==> config.mk <==
export PLATFORM = sky130hd
export DESIGN_NAME = left_rotate_seq_flat
export DESIGN_NICKNAME = d
export VERILOG_FILES = /design/src/rtl/left_rotate_seq_if.sv /design/src/rtl/left_rotate_seq.sv /design/src/flat_wrapper.sv
export SDC_FILE = /design/constraint.sdc
export NUM_CORES = 1
export LEC_CHECK = 0
export ABC_CLOCK_PERIOD_IN_PS = 1890
export BUFFER_PORTS_ARGS = -buffer_cell sky130_fd_sc_hd__buf_2
export CORE_ASPECT_RATIO = 1.75
export CORE_MARGIN = 4
export CORE_UTILIZATION = 51
export DETAILED_ROUTE_END_ITERATION = 7
export GPL_ROUTABILITY_DRIVEN = 0
export PLACE_DENSITY = 0.76
export RECOVER_POWER = 50
export SLEW_MARGIN = 5
export SYNTH_ARGS = -nofsm -noshare
export SYNTH_HDL_FRONTEND = slang
export SYNTH_SLANG_ARGS = --single-unit
==> constraint.sdc <==
create_clock -name clk -period 1.89 [get_ports clk]
set_clock_uncertainty 0.15 [all_clocks]
set_input_delay 0.0945 -clock clk [delete_from_list [all_inputs] [get_ports clk]]
set_output_delay 0.0945 -clock clk [all_outputs]
set_load 0.005 [all_outputs]
==> src/rtl/left_rotate_seq_if.sv <==
// Request/response bundle for the sequential left rotate/shift unit.
// The master drives the operands and start; the slave returns result, busy and done.
interface left_rotate_seq_if #(
    parameter int DATA_W = 16,
    parameter int STAGES = 4
);
    logic              start;
    logic [DATA_W-1:0] in;
    logic [STAGES-1:0] cnt;
    logic              op;
    logic [DATA_W-1:0] out;
    logic              busy;
    logic              done;

    modport master (output start, in, cnt, op, input out, busy, done);
    modport slave  (input start, in, cnt, op, output out, busy, done);
endinterface

==> src/rtl/left_rotate_seq.sv <==
// Sequential 16-bit left rotate / logical left shift using four power-of-two steps.
// Latency is fixed at four steps regardless of the amount, followed by a one-cycle done state.
module left_rotate_seq #(
    parameter int DATA_W = 16,
    parameter int STAGES = 4
) (
    input  logic             clk,
    input  logic             rst,
    left_rotate_seq_if.slave bus
);
    typedef enum logic [2:0] {IDLE, STEP0, STEP1, STEP2, STEP3, DONE} state_t;

    state_t            state, state_nxt;
    logic [DATA_W-1:0] work;
    logic [DATA_W-1:0] out_q;
    logic [STAGES-1:0] cnt_q;
    logic              op_q;
    logic              accept;

    // One stage: move by amt positions when enabled; shl selects zero fill over wrap-around.
    function automatic logic [DATA_W-1:0] step_fn(input logic [DATA_W-1:0] v, input int amt,
                                                  input logic en, input logic shl);
        logic [DATA_W-1:0] r;
        if (!en)
            r = v;
        else if (shl)
            r = v << amt;
        else
            r = (v << amt) | (v >> (DATA_W - amt));
        return r;
    endfunction

    assign accept = bus.start && (state == IDLE || state == DONE);

    always_comb begin
        state_nxt = state;
        case (state)
            IDLE:    if (bus.start) state_nxt = STEP0;
            STEP0:   state_nxt = STEP1;
            STEP1:   state_nxt = STEP2;
            STEP2:   state_nxt = STEP3;
            STEP3:   state_nxt = DONE;
            DONE:    state_nxt = bus.start ? STEP0 : IDLE;
            default: state_nxt = IDLE;
        endcase
    end

    always_ff @(posedge clk or posedge rst) begin
        if (rst) begin
            state <= IDLE;
            work  <= '0;
            out_q <= '0;
            cnt_q <= '0;
            op_q  <= 1'b0;
        end else begin
            state <= state_nxt;
            if (accept) begin
                work  <= bus.in;
                cnt_q <= bus.cnt;
                op_q  <= bus.op;
            end else begin
                case (state)
                    STEP0: work <= step_fn(work, 1, cnt_q[0], op_q);
                    STEP1: work <= step_fn(work, 2, cnt_q[1], op_q);
                    STEP2: work <= step_fn(work, 4, cnt_q[2], op_q);
                    STEP3: begin
                        // Final stage result goes straight to the output register.
                        work  <= step_fn(work, 8, cnt_q[3], op_q);
                        out_q <= step_fn(work, 8, cnt_q[3], op_q);
                    end
                    default: work <= work;
                endcase
            end
        end
    end

    assign bus.out  = out_q;
    assign bus.busy = (state == STEP0) || (state == STEP1) || (state == STEP2) || (state == STEP3);
    assign bus.done = (state == DONE);
endmodule
==> src/flat_wrapper.sv <==
// flat-port wrapper written by rule: the top's interface ports become plain ports
module left_rotate_seq_flat 
#(
    parameter int DATA_W = 16,
    parameter int STAGES = 4
)
  (clk, rst, bus_start, bus_in, bus_cnt, bus_op, bus_out, bus_busy, bus_done);
  left_rotate_seq_if #(.DATA_W(DATA_W), .STAGES(STAGES)) bus_i ();
  input  logic clk;
  input  logic rst;
  input wire logic [$bits(bus_i.start)-1:0] bus_start;
  input wire logic [$bits(bus_i.in)-1:0] bus_in;
  input wire logic [$bits(bus_i.cnt)-1:0] bus_cnt;
  input wire logic [$bits(bus_i.op)-1:0] bus_op;
  output wire logic [$bits(bus_i.out)-1:0] bus_out;
  output wire logic [$bits(bus_i.busy)-1:0] bus_busy;
  output wire logic [$bits(bus_i.done)-1:0] bus_done;
  assign bus_i.start = bus_start;
  assign bus_i.in = bus_in;
  assign bus_i.cnt = bus_cnt;
  assign bus_i.op = bus_op;
  assign bus_out = bus_i.out;
  assign bus_busy = bus_i.busy;
  assign bus_done = bus_i.done;
  left_rotate_seq #(.DATA_W(DATA_W), .STAGES(STAGES)) u_core (.clk(clk), .rst(rst), .bus(bus_i));
endmodule
# Yosys cells after proc, flatten, opt, wreduce, memory -nomap -nowiden

Index checks and enable logic that the tools add are counted.

Memory bits (writable): 0
ROM bits: 0
Input bits: 24
Word-level logic and storage cells: 41
Memories kept: 0
Latch bits: 0
Flip-flop bits (word level): 40

Shift operators: 0
Reduce and logical (&&, ||, !) cells: 9
Mux-type cells: 13
Multiply operators: 0
$lt $le $gt $ge: 0
Bitwise logic cells: 5
Div/mod/pow operators: 0
Equality and inequality tests: 9
Add/subtract/negate cells: 0

Operators with widths:

| kind                 | count |
|---|---|
| $mux W16             | 9 |
| $pmux W16 S4         | 1 |
| $pmux W3 S6          | 1 |
| $or A16 B1 Y16       | 1 |
| $or A16 B2 Y16       | 1 |
| $or A16 B4 Y16       | 1 |
| $or A16 B8 Y16       | 1 |
| $ne A3 B1 Y1 const B | 3 |
| $eq A3 B2 Y1 const B | 2 |
| $eq A3 B3 Y1 const B | 2 |
| $reduce_bool A5 Y1   | 1 |
| $logic_or A1 B1 Y1   | 4 |
| $reduce_and A4 Y1    | 1 |
| $eq A3 B1 Y1 const B | 1 |
| $logic_not A3 Y1     | 1 |
| $mux W3              | 1 |
| $ne A2 B2 Y1 const B | 1 |
| $reduce_and A2 Y1    | 1 |
| $logic_and A1 B1 Y1  | 1 |
| $mux W1              | 1 |
| $not A1 Y1           | 1 |

# Logic depth before layout (Yosys ltp)

Gate-level depths: netlist of run 1.

Depth in word-level cells: 5
Depth in mapped cells: 7
Depth with buffers taken out: 4

# Least setup slack after synthesis of run 1

No wires, ideal clock.

Kind: register to register
From: register u_core.state[0]
To: register u_core.work[8]
Data arrival time: 1.496 ns
Cell stages (with the launch flop): 7
Buffers on the path: 2
Slack: 0.116 ns
Setup time: 0.128 ns
Cells stage by stage: dfrtp_1 or3b_1 buf_2 buf_6 and3_4 a2111oi_4 o2bb2ai_1

Word-level cells in the longest chain between the ends: 5
Elaborated cells between the ends (all ways): 15
Classes of those cells: eq/ne (8); mux (2); reduce/logical (5)

Ends and longest elaborated chain:

| element                                                             | line                  | source |
|---|---|---|
| start, declared                                                     | left_rotate_seq.sv:13 | `state_t state, state_nxt;` |
| start signal, assigned                                              | left_rotate_seq.sv:56 | `state <= state_nxt;` |
| $eq A3 B3 Y1 or $logic_not A3 Y1 (tied branches)                    | left_rotate_seq.sv:33 | `assign accept = bus.start && (state == IDLE \|\| state == DONE);` |
| $logic_or A1 B1 Y1                                                  | left_rotate_seq.sv:33 |  |
| $logic_and A1 B1 Y1                                                 | left_rotate_seq.sv:33 |  |
| $ne A3 B1 Y1 (no source line) or $reduce_bool A5 Y1 (tied branches) | --                    |  |
| $reduce_and A4 Y1 (no source line)                                  | --                    |  |
| end signal, assigned                                                | left_rotate_seq.sv:58 | `work <= bus.in;` |
| end signal, assigned                                                | left_rotate_seq.sv:63 | `STEP0: work <= step_fn(work, 1, cnt_q[0], op_q);` |
| end signal, assigned                                                | left_rotate_seq.sv:64 | `STEP1: work <= step_fn(work, 2, cnt_q[1], op_q);` |
| end, declared                                                       | left_rotate_seq.sv:14 | `logic [DATA_W-1:0] work;` |

Several ways; a longest one is shown, not always the timed one.
A chain may end at the register's enable or synchronous reset.

# Worst setup path after layout of run 1

From: register u_core.state[0]
To: register u_core.work[12]

Same word-level chain as after synthesis.

==> results of run 1 <==
-- logic make-up after synthesis --
family / share of synthesized area, %
simple gates: 20.3
compound gates: 25.5
flops: 38.5
buf+inv: 6.59
mux: 8.13
xor+xnor: 1.01
-- per-layer routing --
metal  vias to the layer above  track usage (%)  part of all wire [%]
met1                      1261             34.4                    35
met4                         0             10.5                   3.4
met5                         -                0                     0
met3                        38             3.26                   8.8
met2                       167             44.2                    53
li1                       1186                -                     -
-- cell type report --
cell class,count,area [um2],area share (%)
multi-input cells,207,1620,47.2
flip-flops and latches,40,1000,29.1
repair buffers,83,617,17.9
clock buffers,8,90.1,2.62
well taps,54,67.6,1.96
inverters,11,41.3,1.20
-- synth_stat cells, types with 4 or more instances --
cell type / n / share of area (%)
sky130_fd_sc_hd__nor2b_1: 6 / 1.4
sky130_fd_sc_hd__a41oi_1: 4 / 1.3
sky130_fd_sc_hd__mux2i_1: 11 / 4.2
sky130_fd_sc_hd__mux2_2: 9 / 3.9
sky130_fd_sc_hd__a21o_1: 15 / 4.3
sky130_fd_sc_hd__nand3b_1: 6 / 1.7
sky130_fd_sc_hd__nor3_1: 6 / 1.2
sky130_fd_sc_hd__nand2b_1: 8 / 1.9
sky130_fd_sc_hd__o21ai_0: 18 / 3.5
sky130_fd_sc_hd__a21oi_1: 14 / 2.7
sky130_fd_sc_hd__o2bb2ai_1: 12 / 4.0
sky130_fd_sc_hd__and3_1: 9 / 2.2
sky130_fd_sc_hd__dfrtp_1: 40 / 38
sky130_fd_sc_hd__nand3_1: 5 / 0.96
sky130_fd_sc_hd__clkbuf_1: 9 / 1.3
sky130_fd_sc_hd__nand2_1: 23 / 3.3
sky130_fd_sc_hd__inv_1: 11 / 1.6
sky130_fd_sc_hd__nor2_1: 13 / 1.9
sky130_fd_sc_hd__o2111ai_1: 12 / 4.0
sky130_fd_sc_hd__and3b_1: 9 / 3.0
sky130_fd_sc_hd__buf_2: 14 / 2.7
sky130_fd_sc_hd__a2111oi_0: 7 / 2.4
-- metrics by stage --
step | worst slack (ns) | instances | area [um2] | hold WS, ns
finish | -0.0372 | 403 | 3440 | -0.00465
global route | -0.131 | 403 | 3440 | 0.0224
CTS | 0.00190 | 402 | 3260 | 0.00214
detailed placement | -0.126 | 385 | 3020 | 0.104
global placement | -0.0714 | 385 | 3020 | 0.0968
floorplan | 0.116 | 285 | 2600 | 0.0962
-- sequential cells by signal, summed over array words and instances (netlist names) --
name            count
u_core.bus.out     16
u_core.cnt_q        4
u_core.work        16
u_core.op_q         1
u_core.state        3
-- tightest hold or removal path: stages --
cell and delay (ns):
sky130_fd_sc_hd__buf_2 0.08, sky130_fd_sc_hd__o2111ai_1 0.11, sky130_fd_sc_hd__o2bb2ai_1 0.12
-- repair_timing --
item,CTS,global route
hold endpoints to repair,46,0
endpoints found under the setup margin,12,16
resized for setup,17,42
pin swaps,3,10
setup buffers,2,0
gates cloned,0,1
hold buffers,7,0
-- power groups by stage --
stage	clock (mW)	combinational [mW]	sequential (mW)
3_5_place_dp	0	3.37	1.69
3_3_place_gp	0	3.29	1.68
4_1_cts	0.609	3.56	1.68
5_1_grt	0.661	4.42	1.78
6_report	0.608	4.11	1.76
2_1_floorplan	0	2.34	1.55
-- path summary, 6_finish.rpt --
check | cells after the start | slack, ns | to | from
setup / recovery | 5 | -0.04 | u_core.work[12]$_DFFE_PP0P_ | u_core.state[0]$_DFFE_PP0P_
hold / removal | 3 | -0.005 | u_core.work[2]$_DFFE_PP0P_ | bus_in[2]
setup reg to reg | 5 | -0.04 | u_core.work[12]$_DFFE_PP0P_ | u_core.state[0]$_DFFE_PP0P_
hold reg to reg | 2 | 0.32 | u_core.bus.out[7]$_DFFE_PP0P_ | u_core.bus.out[7]$_DFFE_PP0P_
max in group asynchronous | 4 | 0.44 | u_core.work[13]$_DFFE_PP0P_ | rst
min in group asynchronous | 4 | 0.51 | u_core.cnt_q[3]$_DFFE_PP0P_ | rst
==> impl_results.md, run 1 <==
* Count of different cell masters after synthesis at 42
* # fillers at 383
* Worst stage delay on the critical path at 0.43 ns
* Total power after layout at 6.47 mW
* Share of the core filled with cells at between 60% and 70%
* Share of power burned in combinational logic at 63.5%
* Int Pwr at about 3.6 mW
* Final sum of negative setup slack at -0.125 ns
* Violated checks: hold timing, setup timing
* Final Hold Viols at 1
* DP HPWL at ~5300 um
* Category of the most critical setup path: flip-flop to flip-flop
* Cells along the critical path: or3b_4, buf_12, and3_1, a2111oi_1, o2bb2ai_1
* Initial antenna violation count at 0
* Ratio of final minimum period to clock period at 102%
* Most frequent cells in the layout: sky130_fd_sc_hd__dfrtp_1, sky130_fd_sc_hd__buf_2, sky130_fd_sc_hd__nand2_1, sky130_fd_sc_hd__buf_4, sky130_fd_sc_hd__a21o_1
* Total iterations of the first detailed-routing run at 5
* Required time of the worst setup path at 1.91 ns
* Routed WL per cell at 21.0 um
* Share of power burned in the clock network at around a tenth
* Die Outline Area at 6360 um2
* Fmax achieved at 519 MHz
* Worst skew pair latency at around 0.30 ns
* Power density normalized to cell area at 1880 nW/um2
* Area Growth Syn to Fin at 32.2%
* Width of the die at 62 um
* Port Buffer Count at 41
* Asr flop ratio synth at 100%
* Final worst path period need at 1.93 ns
* Seq cells post-synth at 40
* DRT antenna net count at 0
* Initial core utilization at 52.3%
* Via Count at 2652
* Clock Pin Slew Worst Setup and Hold Paths at 0.08 ns
* Kind of cell adding the most delay to the critical path: simple AND/OR/NAND/NOR gates
* Worst-path cell with the longest stage delay: sky130_fd_sc_hd__dfrtp_1
* Remaining global-route overflow at 0
* Number of buffers created by CTS at 5
* Number of enable flip-flop cells after synthesis at 0
* Drc violations at 0
* Least setup slack across all paths after layout at -0.0372 ns
* Sequential-to-total area share from yosys stat at 38.5%
* Worst hold path type: primary input to flip-flop
* Actual transition at the worst max-transition pin at approximately 1.0 ns
* Syn nets at ~310
* Category of the worst setup path launch point: flip-flop
* Crit path arrival time at around 2 ns
* Vertical die dimension at approximately 100 um
* Largest net degree at the start of global routing at 41
* Clock sink count at 40
* Outcome: complete, but fails checks
* Endpoints failing setup at 8
* Placeable core area at 4980 um2
* Nets at 372
* Total global routing track utilization at a little over a quarter
* Global-route wire length before repair at 12700 um
* Number of design-rule violations left by the first detailed-router iteration at 202
* Number of buffers on the longest clock path at 2
* Clock Tree Root: sky130_fd_sc_hd__clkbuf_8
* Std-Cell Rows at 34
* Most used DFF post-synth: sky130_fd_sc_hd__dfrtp_1
* Share of total power in sequential cells at a little over a quarter
* Worst-path maximum fanout at 12
* Switching part of the total at 44.8%
* Worst Setup End Kind: flip-flop
* Total inserted antenna cells at 0
* Unrepaired setup endpoints after global routing: yes
* Gate count of the mapped netlist at 285
* TritonCTS clock tree: built
* Netlist Area Pre-Place at 2600 um2
* Share of post-route cells with drive strength above 1 at 33.0%
* Detailed-route wire length at about 8400 um
* Most frequent standard cell in the layout excluding fill and tap cells: sky130_fd_sc_hd__dfrtp_1
* Routed via count divided by cell count at 6.58
* Total I/O pin count at between 40 and 50
* Max-slew headroom at the worst pin at 31.4%
* Mean area per synthesized cell at about 9.1 um2
* Maximum level of the CTS H-tree at 2
* Maximum ir drop on the vdd rail at around 0.0013 V
* Number of slew-limit violations in the final report at 0
* Number of global-route vias before repair at 2552
* Buffers plus inverters on the worst setup path at 1
* Net switching component of the power at about 2.9 mW
* Max-cap violation count at 0
* Yosys warning total at 0
* LEAKAGE at 1.62 nW
* Worst slack on hold paths at -0.00465 ns
No activity file was read; power rests on OpenSTA's default activity.
==> run 2: changes to the inputs <==
--- a/config.mk
+++ b/config.mk
@@ -5,15 +5,14 @@
 export SDC_FILE = /design/constraint.sdc
 export NUM_CORES = 1
 export LEC_CHECK = 0
-export ABC_CLOCK_PERIOD_IN_PS = 1890
+export ABC_CLOCK_PERIOD_IN_PS = 1850
 export BUFFER_PORTS_ARGS = -buffer_cell sky130_fd_sc_hd__buf_2
 export CORE_ASPECT_RATIO = 1.75
 export CORE_MARGIN = 4
-export CORE_UTILIZATION = 51
+export CORE_UTILIZATION = 57
 export DETAILED_ROUTE_END_ITERATION = 7
 export GPL_ROUTABILITY_DRIVEN = 0
-export PLACE_DENSITY = 0.76
-export RECOVER_POWER = 50
+export PLACE_DENSITY = 0.8
 export SLEW_MARGIN = 5
 export SYNTH_ARGS = -nofsm -noshare
 export SYNTH_HDL_FRONTEND = slang
==> constraint.sdc (replaced) <==
create_clock -name clk -period 1.85 [get_ports clk]
set_clock_uncertainty 0.15 [all_clocks]
set_input_delay 0.0925 -clock clk [delete_from_list [all_inputs] [get_ports clk]]
set_output_delay 0.0925 -clock clk [all_outputs]
set_load 0.005 [all_outputs]
==> run 2 against run 1 <==
The flow finishes with violations (setup timing). Register-to-register slack lost 0.06 ns. Design area is 5.2% higher. Sequential cell count did not move. Highest routed layer unchanged. First-iteration DRC count is 13% lower. Die area down 9.5%. Critical path depth did not move. Sequential share of layout area decreased by 1.4 points. Critical endpoint is now u_core.work[1]$_DFFE_PP0P_.
==> impl_results.md, run 2 (synthesis results as in run 1) <==
* Clock Tree Root: sky130_fd_sc_hd__clkbuf_8
* DP HPWL at 5290 um
* Nets at 386
* Remaining global-route overflow at 0
* Width of the die at 59.1 um
* Most frequent cells in the layout: sky130_fd_sc_hd__buf_2, sky130_fd_sc_hd__dfrtp_1, sky130_fd_sc_hd__buf_4, sky130_fd_sc_hd__nand2_1, sky130_fd_sc_hd__a21o_1
* Worst setup slack before clock tree synthesis at -0.113 ns
* M1 WL at 3170 um
* Fmax achieved at 513 MHz
* Routed wire length on met3 at 791 um
* Required time of the worst setup path at 1.86 ns
* Die Outline Area at 5750 um2
* Number of global-route vias before repair at 2787
* Worst stage delay on the critical path at 0.45 ns
* Number of design-rule violations left by the first detailed-router iteration at between 150 and 200
* # fillers at 238
* Buffers plus inverters on the worst setup path at 2
* Category of the most critical setup path: flip-flop to flip-flop
* Largest net degree at the start of global routing at 41
* Crit. path cell count at 5
* Worst hold path type: primary input to flip-flop
* Worst Hold Depth at 3
* Total iterations of the first detailed-routing run at 7
* Share of post-route cells with drive strength above 1 at 37.7%
* Max-slew headroom at the worst pin at between 60% and 70%
* Power density normalized to cell area at 1910 nW/um2
* Routed WL per cell at approximately 22 um
* Number of cells traversed by the worst register-to-register path at 5
* Maximum ir drop on the vdd rail at about 0.0013 V
* Area Growth Syn to Fin at 39.1%
* Ratio of final minimum period to clock period at 105%
* Detailed-route wire length at 9020 um
* Actual transition at the worst max-transition pin at 0.523 ns
* Violated checks: setup timing
* Endpoints failing setup at 10
* Final Hold Viols at 0
* Routed wl met2 at ~4500 um
* Via Count at between 2k and 3k
* Category of the worst setup path launch point: flip-flop
* Number of buffers on the longest clock path at 2
* Std-Cell Rows at 32
* Unrepaired setup endpoints after global routing: yes
* Top routing layer in use: met4
* Least setup slack across all paths after layout at -0.0982 ns
* Share of the core filled with cells at 82.2%
* Vertical die dimension at 97.4 um
* Worst-path maximum fanout at 6
* Crit path arrival time at 1.96 ns
* Max-cap violation count at 0
* LEAKAGE at roughly 1.7 nW
* Worst Setup End Kind: flip-flop
* Most frequent standard cell in the layout excluding fill and tap cells: sky130_fd_sc_hd__buf_2
* Final sum of negative setup slack at -0.356 ns
* Final worst path period need at 1.95 ns
* Routed via count divided by cell count at 6.76
* Number of buffers created by CTS at 5
* Cells along the critical path: or3b_4, buf_6, buf_8, a311oi_1, o2bb2ai_1
* DRT antenna net count at 0
* Initial core utilization at 59.1%
* Worst skew pair latency at 0.30 ns
* TritonCTS clock tree: built
* Global-route wire length before repair at 13900 um
* Port Buffer Count at 41
* Outcome: complete, but fails checks
* Total power after layout at slightly below 7 mW
* Clock Pin Slew Worst Setup and Hold Paths at 0.09 ns
* Number of slew-limit violations in the final report at 0
* Maximum level of the CTS H-tree at 2
* Total I/O pin count at 42
* Clock sink count at 40
* Total inserted antenna cells at 0
* Worst-path cell with the longest stage delay: sky130_fd_sc_hd__or3b_4
* Total global routing track utilization at 31.2%
* Initial antenna violation count at 0
* Placeable core area at 4400 um2
* Kind of cell adding the most delay to the critical path: compound AO/OA/AOI/OAI gates
* Drc violations at 0
==> run 2: worst paths after layout <==
path                                               startpoint                             to  slack, ns
worst max-delay path              u_core.state[0]$_DFFE_PP0P_     u_core.work[1]$_DFFE_PP0P_       -0.1
worst min-delay path                                bus_in[3]     u_core.work[3]$_DFFE_PP0P_      0.006
worst max register to register    u_core.state[0]$_DFFE_PP0P_     u_core.work[1]$_DFFE_PP0P_       -0.1
worst min register to register  u_core.bus.out[5]$_DFFE_PP0P_  u_core.bus.out[5]$_DFFE_PP0P_       0.32
max in group asynchronous                                 rst  u_core.bus.out[0]$_DFFE_PP0P_       0.88
min in group asynchronous                                 rst  u_core.bus.out[2]$_DFFE_PP0P_       0.30
==> run 2: power by group <==
part           switching (mW)  internal, mW  total (mW)
Clock                   0.333         0.401       0.734
Combinational            2.24          2.16        4.40
Sequential              0.517          1.28        1.79
Total                    3.08          3.84        6.93
==> run 2: area by class of cell <==
class,instances,area (um2),area share (%)
Multi-Input combinational cell,207,1660,45.7
Clock buffer,6,72.6,2.00
Clock inverter,2,35.0,0.968
Inverter,11,41.3,1.14
Tap cell,51,63.8,1.76
Timing Repair Buffer,97,751,20.7
Sequential cell,40,1000,27.7
==> run 2: per-layer routing <==
metal | track usage (%) | vias to the layer above
li1 | - | 1218
met1 | 38.0 | 1326
met2 | 51.0 | 192
met3 | 4.26 | 62
met4 | 17.1 | 0
met5 | 0 | -
==> run 2: repair_timing <==
action | CTS | global route
gates resized for setup | 31 | 32
endpoints found under the setup margin | 16 | 17
cloned | 1 | 0
hold buffers | 12 | 0
endpoints found under the hold margin | 51 | 0
setup buffers | 4 | 6
pin swaps | 9 | 19
==> run 2: stage by stage <==
| step | instances | hold WS [ns] | area [um2] |
|---|---|---|---|
| floorplan | 285 | 0.0942 | 2600 |
| global placement | 383 | 0.0925 | 3010 |
| detailed placement | 383 | 0.0994 | 3010 |
| CTS | 408 | 0.00180 | 3430 |
| global route | 414 | 0.0129 | 3620 |
| finish | 414 | 0.00632 | 3620 |
==> run 2: tightest hold or removal path: cells and delay by family <==
| kind | cells | cell delay [ns] |
|---|---|---|
| AOI/OAI and AO/OA | 2 | 0.25 |
| buffers and inverters | 1 | 0.08 |
